<file path="src/rtl/writeback_arbiter_if.sv">
// Bundle between the ALU/load producers, the writeback arbiter and the register-file write port.
interface writeback_arbiter_if #(
   parameter int DATA_W = 32,
   parameter int ADDR_W = 5,
   parameter int QDEPTH = 2
) ();
   localparam int CNT_W = $clog2(QDEPTH) + 1;

   logic                 alu_valid;
   logic [ADDR_W-1:0]    alu_rd;
   logic [DATA_W-1:0]    alu_data;
   logic                 mem_valid;
   logic                 mem_ready;
   logic [ADDR_W-1:0]    mem_rd;
   logic [DATA_W-1:0]    mem_data;
   logic                 reg_write;
   logic [ADDR_W-1:0]    write_reg;
   logic [DATA_W-1:0]    write_data;
   logic [2**ADDR_W-1:0] busy_mask;
   logic [CNT_W-1:0]     queue_count;

   // Producer / register-file side.
   modport master (
      output alu_valid, alu_rd, alu_data,
      output mem_valid, mem_rd, mem_data,
      input  mem_ready,
      input  reg_write, write_reg, write_data, busy_mask, queue_count
   );

   // Arbiter side.
   modport slave (
      input  alu_valid, alu_rd, alu_data,
      input  mem_valid, mem_rd, mem_data,
      output mem_ready,
      output reg_write, write_reg, write_data, busy_mask, queue_count
   );
endinterface

</file>
<file path="src/rtl/writeback_arbiter.sv">
// Merges the ALU result and buffered load results onto the single register-file write port,
// dropping r0 writes and killing older queued loads superseded by a newer ALU write.
module writeback_arbiter #(
   parameter int DATA_W = 32,
   parameter int ADDR_W = 5,
   parameter int QDEPTH = 2
) (
   input  logic                clk,
   input  logic                rst_n,
   writeback_arbiter_if.slave  bus
);
   localparam int CNT_W = $clog2(QDEPTH) + 1;
   localparam int PTR_W = (QDEPTH > 1) ? $clog2(QDEPTH) : 1;

   // Queue is kept compacted with the head in slot 0, so killed entries free their slot at once
   // and the head is always a live entry.
   logic [ADDR_W-1:0] rd_q   [QDEPTH];
   logic [ADDR_W-1:0] rd_d   [QDEPTH];
   logic [DATA_W-1:0] data_q [QDEPTH];
   logic [DATA_W-1:0] data_d [QDEPTH];
   logic [CNT_W-1:0]  count_q, count_d;

   logic              reg_write_q, reg_write_d;
   logic [ADDR_W-1:0] write_reg_q, write_reg_d;
   logic [DATA_W-1:0] write_data_q, write_data_d;

   logic              alu_fire;
   logic              pop;
   logic              mem_ready;
   logic              push;
   logic [CNT_W-1:0]  idx;
   logic [2**ADDR_W-1:0] busy_mask;

   assign alu_fire  = bus.alu_valid && (bus.alu_rd != '0);
   assign mem_ready = rst_n && (count_q < CNT_W'(QDEPTH));
   assign pop       = !alu_fire && (count_q != '0);
   // Loads accepted alongside an ALU write to the same register are already stale.
   assign push      = bus.mem_valid && mem_ready && (bus.mem_rd != '0) &&
                      !(alu_fire && (bus.mem_rd == bus.alu_rd));

   always_comb begin
      rd_d   = rd_q;
      data_d = data_q;
      idx    = '0;
      for (int i = 0; i < QDEPTH; i++) begin
         if ((CNT_W'(i) < count_q) &&
             !(alu_fire && (rd_q[i] == bus.alu_rd)) &&
             !(pop && (i == 0))) begin
            rd_d[idx[PTR_W-1:0]]   = rd_q[i];
            data_d[idx[PTR_W-1:0]] = data_q[i];
            idx = idx + CNT_W'(1);
         end
      end
      if (push) begin
         rd_d[idx[PTR_W-1:0]]   = bus.mem_rd;
         data_d[idx[PTR_W-1:0]] = bus.mem_data;
         idx = idx + CNT_W'(1);
      end
      count_d = idx;
   end

   always_comb begin
      reg_write_d  = 1'b0;
      write_reg_d  = write_reg_q;
      write_data_d = write_data_q;
      if (alu_fire) begin
         reg_write_d  = 1'b1;
         write_reg_d  = bus.alu_rd;
         write_data_d = bus.alu_data;
      end else if (pop) begin
         reg_write_d  = 1'b1;
         write_reg_d  = rd_q[0];
         write_data_d = data_q[0];
      end
   end

   always_ff @(posedge clk or negedge rst_n) begin
      if (!rst_n) begin
         for (int i = 0; i < QDEPTH; i++) begin
            rd_q[i]   <= '0;
            data_q[i] <= '0;
         end
         count_q      <= '0;
         reg_write_q  <= 1'b0;
         write_reg_q  <= '0;
         write_data_q <= '0;
      end else begin
         rd_q         <= rd_d;
         data_q       <= data_d;
         count_q      <= count_d;
         reg_write_q  <= reg_write_d;
         write_reg_q  <= write_reg_d;
         write_data_q <= write_data_d;
      end
   end

   always_comb begin
      busy_mask = '0;
      for (int i = 0; i < QDEPTH; i++) begin
         if (CNT_W'(i) < count_q) busy_mask[rd_q[i]] = 1'b1;
      end
      if (reg_write_q) busy_mask[write_reg_q] = 1'b1;
      busy_mask[0] = 1'b0;
   end

   assign bus.mem_ready   = mem_ready;
   assign bus.reg_write   = reg_write_q;
   assign bus.write_reg   = write_reg_q;
   assign bus.write_data  = write_data_q;
   assign bus.busy_mask   = busy_mask;
   assign bus.queue_count = count_q;
endmodule

</file>
<file path="src/flat_wrapper.sv">
// flat-port wrapper written by rule: the top's interface ports become plain ports
module writeback_arbiter_flat 
#(
   parameter int DATA_W = 32,
   parameter int ADDR_W = 5,
   parameter int QDEPTH = 2
)
  (clk, rst_n, bus_alu_valid, bus_alu_rd, bus_alu_data, bus_mem_valid, bus_mem_rd, bus_mem_data, bus_mem_ready, bus_reg_write, bus_write_reg, bus_write_data, bus_busy_mask, bus_queue_count);
  writeback_arbiter_if #(.DATA_W(DATA_W), .ADDR_W(ADDR_W), .QDEPTH(QDEPTH)) bus_i ();
  input  logic clk;
  input  logic rst_n;
  input wire logic [$bits(bus_i.alu_valid)-1:0] bus_alu_valid;
  input wire logic [$bits(bus_i.alu_rd)-1:0] bus_alu_rd;
  input wire logic [$bits(bus_i.alu_data)-1:0] bus_alu_data;
  input wire logic [$bits(bus_i.mem_valid)-1:0] bus_mem_valid;
  input wire logic [$bits(bus_i.mem_rd)-1:0] bus_mem_rd;
  input wire logic [$bits(bus_i.mem_data)-1:0] bus_mem_data;
  output wire logic [$bits(bus_i.mem_ready)-1:0] bus_mem_ready;
  output wire logic [$bits(bus_i.reg_write)-1:0] bus_reg_write;
  output wire logic [$bits(bus_i.write_reg)-1:0] bus_write_reg;
  output wire logic [$bits(bus_i.write_data)-1:0] bus_write_data;
  output wire logic [$bits(bus_i.busy_mask)-1:0] bus_busy_mask;
  output wire logic [$bits(bus_i.queue_count)-1:0] bus_queue_count;
  assign bus_i.alu_valid = bus_alu_valid;
  assign bus_i.alu_rd = bus_alu_rd;
  assign bus_i.alu_data = bus_alu_data;
  assign bus_i.mem_valid = bus_mem_valid;
  assign bus_i.mem_rd = bus_mem_rd;
  assign bus_i.mem_data = bus_mem_data;
  assign bus_mem_ready = bus_i.mem_ready;
  assign bus_reg_write = bus_i.reg_write;
  assign bus_write_reg = bus_i.write_reg;
  assign bus_write_data = bus_i.write_data;
  assign bus_busy_mask = bus_i.busy_mask;
  assign bus_queue_count = bus_i.queue_count;
  writeback_arbiter #(.DATA_W(DATA_W), .ADDR_W(ADDR_W), .QDEPTH(QDEPTH)) u_core (.clk(clk), .rst_n(rst_n), .bus(bus_i));
endmodule
</file>
<file path="config.mk">
export PLATFORM = sky130hd
export DESIGN_NAME = writeback_arbiter_flat
export DESIGN_NICKNAME = d
export VERILOG_FILES = /design/src/rtl/writeback_arbiter_if.sv /design/src/rtl/writeback_arbiter.sv /design/src/flat_wrapper.sv
export SDC_FILE = /design/constraint.sdc
export NUM_CORES = 1
export LEC_CHECK = 0
export ABC_AREA = 1
export CORE_MARGIN = 2
export CORE_UTILIZATION = 45
export CTS_CLUSTER_SIZE = 25
export DETAILED_ROUTE_END_ITERATION = 8
export PLACE_DENSITY = 0.73
export SYNTH_ARGS = -nofsm -noshare
export SYNTH_HDL_FRONTEND = slang
export SYNTH_SLANG_ARGS = --single-unit
</file>
<file path="constraint.sdc">
create_clock -name clk -period 4.4 [get_ports clk]
set_input_delay 0.44 -clock clk [delete_from_list [all_inputs] [get_ports clk]]
set_output_delay 0.44 -clock clk [all_outputs]
set_load 0.01 [all_outputs]
</file>
After elaboration in Yosys (flattened, before gate mapping) --
Index checks and enable logic that the tools add are counted.
Word-level totals: flip-flop bits (word level) 114, word-level logic and storage cells 90, output and inout port bits 73, bits of input ports 78
Operators by class: bitwise logic cells 4, add/sub/neg operators 2, magnitude comparators 13, multiplexer cells 34, reductions and logical operators 26, equality and inequality tests 3
Operators by type and width (count):
- 2-to-1 mux 32 bit | 7
- bitwise mux 64 bit | 2
- 2-to-1 mux 64 bit | 2
- demux 32 bit (select 1 bit) | 2
- bitwise OR 32 bit | 2
- bitwise mux 10 bit | 2
- 2-to-1 mux 10 bit | 2
- 2-to-1 mux 5 bit | 4
- less-than comparator 5 x 6 -> 1 bit (second input constant) | 3
- logical AND 1 bit | 17
- demux 1 bit (select 5 bit) | 3
- equality test 5 bit | 3
- >= comparator 5 x 1 -> 1 bit (second input constant) | 3
- demux 5 bit (select 1 bit) | 2
- nonzero test 5 bit | 2
- 2-to-1 mux 1 bit | 6
- zero test 1 bit | 5
- adder 2 x 1 -> 2 bit (second input constant) | 2
- >= comparator 2 bit (second input constant) | 2
- less-than comparator 1 x 2 -> 1 bit (first input constant) | 2
- less-than comparator 2 x 1 -> 1 bit (second input constant) | 2
- 2-to-1 mux 2 bit | 2
- NOT 1 -> 2 bit | 2
- nonzero test 2 bit | 2
- less-than comparator 2 bit (second input constant) | 1

Logic depth before layout (Yosys ltp) --
depth after elaboration 16, mapped depth 15, mapped depth without buffers 13

Least setup slack after synthesis --
OpenSTA, ideal clock, no wires.
path type in2reg, start point in bus_alu_rd[4], end point reg u_core.data_q[0] (netlist name), buffers on the path 4, data arrival time 2298 ps, data required time 4270 ps, slack 1972 ps, library setup time 130 ps, stages on the path 13, cell sequence buf_2 nor2_2 nand3_2 nand2_4 inv_2 nand2_2 buf_6 nor2_1 ha_1 ha_1 clkbuf_1 clkbuf_1 o21ai_1
Between the ends: longest elaborated chain between the ends 16, elaborated cells on any way between the ends 37, classes of those cells add/sub: 1; order compare: 4; eq/ne: 3; mux: 10; bitwise: 2; reduce/logical: 17
RTL lines:
- from (decl) | line flat_wrapper.sv:13 | input wire logic [$bits(bus_i.alu_rd)-1:0] bus_alu_rd;
- nonzero test 5 bit | line writeback_arbiter.sv:34 | assign alu_fire = bus.alu_valid && (bus.alu_rd != '0);
- logical AND 1 bit | line writeback_arbiter.sv:34
- logical AND 1 bit or zero test 1 bit (tied branches) | line writeback_arbiter.sv:47, writeback_arbiter.sv:36
- zero test 1 bit or logical AND 1 bit (tied branches) | line writeback_arbiter.sv:47, writeback_arbiter.sv:36
- logical AND 1 bit or zero test 1 bit (tied branches) | line writeback_arbiter.sv:46, writeback_arbiter.sv:48
- logical AND 1 bit | line writeback_arbiter.sv:47 | !(alu_fire && (rd_q[i] == bus.alu_rd)) &&
- 2-to-1 mux 1 bit | line writeback_arbiter.sv:46 | if ((CNT_W'(i) < count_q) &&
- adder 2 x 1 -> 2 bit or NOT 1 -> 2 bit (tied branches) | line writeback_arbiter.sv:51, writeback_arbiter.sv:50
- 2-to-1 mux 2 bit (tied with other cells) | line writeback_arbiter.sv:46
- NOT 1 -> 2 bit (implied by the code) or logical AND 1 bit (tied branches) | line writeback_arbiter.sv:56, writeback_arbiter.sv:50
- >= comparator 2 bit (implied by the code) (tied with other cells) | line writeback_arbiter.sv:56 | data_d[idx[PTR_W-1:0]] = bus.mem_data;
- logical AND 1 bit (implied by the code) or demux 32 bit (select 1 bit) (tied branches) | line writeback_arbiter.sv:56, writeback_arbiter.sv:50
- 2-to-1 mux 32 bit (implied by the code) or bitwise mux 64 bit (tied branches) | line writeback_arbiter.sv:56, writeback_arbiter.sv:50
- demux 32 bit (select 1 bit) or 2-to-1 mux 64 bit (tied branches) | line writeback_arbiter.sv:56, writeback_arbiter.sv:46
- bitwise mux 64 bit | line writeback_arbiter.sv:56
- 2-to-1 mux 64 bit (*) | line writeback_arbiter.sv:54 | if (push) begin
- to (signal assigned) | line writeback_arbiter.sv:89 | data_q <= data_d;
- to (decl) | line writeback_arbiter.sv:19 | logic [DATA_W-1:0] data_q [QDEPTH];
Every way passes the cells marked *; elsewhere a longest branch is shown, timed or not. A chain may end at the register's enable or synchronous reset.

Final worst setup path --
start point reg u_core.count_q[0], in the netlist u_core.bus.queue_count[0], end point out bus_busy_mask[3]
Between the ends: longest elaborated chain between the ends 6, elaborated cells on any way between the ends 7, classes of those cells order compare: 2; mux: 3; bitwise: 2
RTL lines:
- from (decl) | line writeback_arbiter.sv:21 | logic [CNT_W-1:0] count_q, count_d;
- from (signal assigned) | line writeback_arbiter.sv:90 | count_q <= count_d;
- less-than comparator 1 x 2 -> 1 bit | line writeback_arbiter.sv:100 | if (CNT_W'(i) < count_q) busy_mask[rd_q[i]] = 1'b1;
- 2-to-1 mux 32 bit | line writeback_arbiter.sv:100
- bitwise OR 32 bit (no line)
- 2-to-1 mux 32 bit (*) | line writeback_arbiter.sv:100
- bitwise OR 32 bit (no line)
- 2-to-1 mux 32 bit (*) | line writeback_arbiter.sv:102 | if (reg_write_q) busy_mask[write_reg_q] = 1'b1;
- to (decl) | line flat_wrapper.sv:22 | output wire logic [$bits(bus_i.busy_mask)-1:0] bus_busy_mask;
Marks and branches as above.

==> key figures <==
Placement
  • IO buf count: 149
  • Setup WS pre-CTS: around 0.73 ns
  • RePlAce Congestion: 0.920
  • HPWL after DPL: roughly 12000 um
  • Placed Area: 7730 um2

Finish
  • Fraction of layout instances using a drive strength above 1: 6.00%
  • Synth-to-layout area growth: 31.8%
  • Largest register FFs: 64
  • Most flops, register: u_core.data_q
  • Final #Nets: between 900 and 1k
  • Final instance area: around 8300 um2
  • Antenna diodes: 0

Global routing
  • Global Route Usage Sum: about a quarter
  • Antenna violations before repair: 0
  • Largest net degree at the start of global routing: just over 70
  • Grt total ovfl: 0
  • First-pass GRT wire length: between 30000 and 40000 um
  • Vias in the first global route: 5771

Timing
  • Worst-Margin Slew: about 0.89 ns
  • Clock skew: approximately 0.013 ns
  • Ratio of final minimum period to clock period: 73.9%
  • TNS Setup: 0 ns
  • Final setup viols: 0
  • Max-slew headroom: about 40%
  • Fmax: 308 MHz
  • RSZ-0062 raised after global routing: no
  • Tmin final: 3.25 ns
  • Hold slack: around 0.026 ns
  • Count of final hold-check violations: 0
  • Final worst slack: between 1 and 1.5 ns
  • Max-slew violations: 0

Drt
  • Vias after detailed routing: 6074
  • Vias per cell: 5.54
  • Wire per inst: ~17 um
  • Starting DRC count in detailed routing: between 500 and 600
  • Drt drc: 0
  • Post-route ant nets: 0
  • Pre-Repair DR Iteration Count: 6
  • Routed WL: between 15000 and 20000 um

Yosys
  • Mapped Nets: about 860
  • Syn_area_per_cell: between 8 and 9 um2
  • Seq/Total Area, Yosys: between 40% and 50%
  • Post-synthesis cell area: approximately 6300 um2
  • YS warnings: 0
  • Count of cell types in the netlist: 35
  • #FFs+latches synth: between 100 and 150
  • Synth top area share: about 45%
  • Synth top area cells: dfrtp_1 45%, nand2_1 14%, nand3_1 7.8%
  • Most area-hungry cell type in the Yosys netlist: dfrtp_1
  • Post-Synthesis Cells: 784

Clock tree
  • Clock-pin slew on the worst setup and hold paths: approximately 0.050 ns
  • Hold buffer count at cts: 0
  • CTS Sinks: around 110
  • CTS buffer count: 17
  • Post_cts resized: 0
  • Htree depth: 4
  • CTS tree: built
  • CTS Buffer Depth: 2
  • Worst-skew pair later-pin latency: roughly 0.42 ns
  • Setup repair bufs after CTS: 0
  • Root buf cell: clkbuf_16

Setup path
  • Arrival @ worst endpoint: approximately 2.8 ns
  • Worst Path Max Fanout: 33
  • Req. time, crit path: ~4 ns
  • Critical path capture point type: output port
  • Crit Path Category: flip-flop to output port
  • Crit start category: flip-flop

Flow run
  • Max-cap viol count: 0

Die
  • Chip Height: between 100 and 150 um
  • Die Footprint: roughly 15000 um2
  • Core area: around 14000 um2
  • Io pins: 151
  • Chip width: roughly 120 um
  • Std-Cell Rows: 43
  • Initial Utilization: a little under half

Pwr
  • Peak supply drop: between 0.0002 and 0.0003 V
  • P_leak: about 3.7 nW
  • Total chip power: 5.03 mW
  • Power density over the cells: about 600 nW/um2

Status
  • Status: finished, final reports clean

Min path
  • Hold/Removal Path Class: primary input to async pin
[cells by family after synthesis]
logic type,Yosys count,share of synthesized area [%]
xor+xnor,10,1.39
fa+ha+maj,2,0.397
flops,114,45.3
buf+inv,143,10.8
other cells,1,0.0595
compound gates,109,12.7
simple gates,405,29.4
[path summary, 6_finish.rpt]
kind,startpoint,end,slack [ns],depth (start not counted)
max,u_core.bus.queue_count[0],bus_busy_mask[3],1.15,7
min,rst_n,u_core.data_q[24],0.03,1
max reg2reg,u_core.bus.queue_count[0],u_core.data_q[46],1.51,7
min reg2reg,u_core.data_q[13],u_core.data_q[13],0.51,2
max in group asynchronous,rst_n,u_core.bus.queue_count[1],3.01,2
min in group clk,u_core.data_q[13],u_core.data_q[13],0.51,2
[power by group]
group / internal (mW) / switching [mW] / total (mW)
sequential: 1.47 / 0.241 / 1.71
combinational: 0.820 / 1.17 / 1.99
clock: 0.878 / 0.457 / 1.33
[worst max-delay path: stages, from the launching register on]
cell and delay, ns:
dfrtp_1 0.41, nor2_4 0.60, inv_1 0.27, nand2_1 0.20, nor2_1 0.18, nand2_1 0.10
o221ai_1 0.12, clkdlybuf4s50_1 0.52
[Yosys cell counts (all sizes together)]
cell type  number
conb            1
xnor2           7
a21oi           1
xor2            3
o21ai          39
ha              2
nor3           10
nand4          37
inv            92
dfrtp         114
clkbuf         15
buf            36
o211ai          3
o221ai         33
nor2           18
o311ai         32
nand3b          1
nand3         101
a21boi          1
nand2         238
[cell usage in the layout (no fill, tap or decap), drive strengths merged, types with 10 or more instances in the layout]
master         count
nor3              10
o221ai            33
o21ai             39
clkbuf            23
nand2            238
clkdlybuf4s50    148
inv               92
nand3            101
o311ai            32
dfrtp            114
nand4             37
nor2              18
[stage by stage]
| stage | util, % | instances |
|---|---|---|
| after global routing | 60.3 | 1097 |
| after detailed placement | 56.2 | 1068 |
| final | 60.3 | 1097 |
| after CTS | 60.3 | 1097 |
| after floorplan | - | 784 |
| after global placement | 56.2 | 1068 |
[per-layer routing]
metal | part of all wire [%] | GRT usage [%] | vias up | routed length, um
li1 | - | - | 2919 | -
met1 | 44 | 35.6 | 2833 | 8170
met2 | 47 | 40.8 | 297 | 8920
met3 | 7.7 | 5.76 | 25 | 1440
met4 | 1.3 | 8.62 | 0 | 252
met5 | 0 | 0 | - | 0
[layout make-up]
type | instances | area (um2)
well taps | 180 | 225
fillers | 1237 | 5470
inverters | 92 | 348
flip-flops and latches | 114 | 2850
clock inverters | 6 | 80.1
clock buffers | 23 | 488
multi-input cells | 527 | 2770
repair buffers | 155 | 1530
No activity file was read; power rests on OpenSTA's default activity.
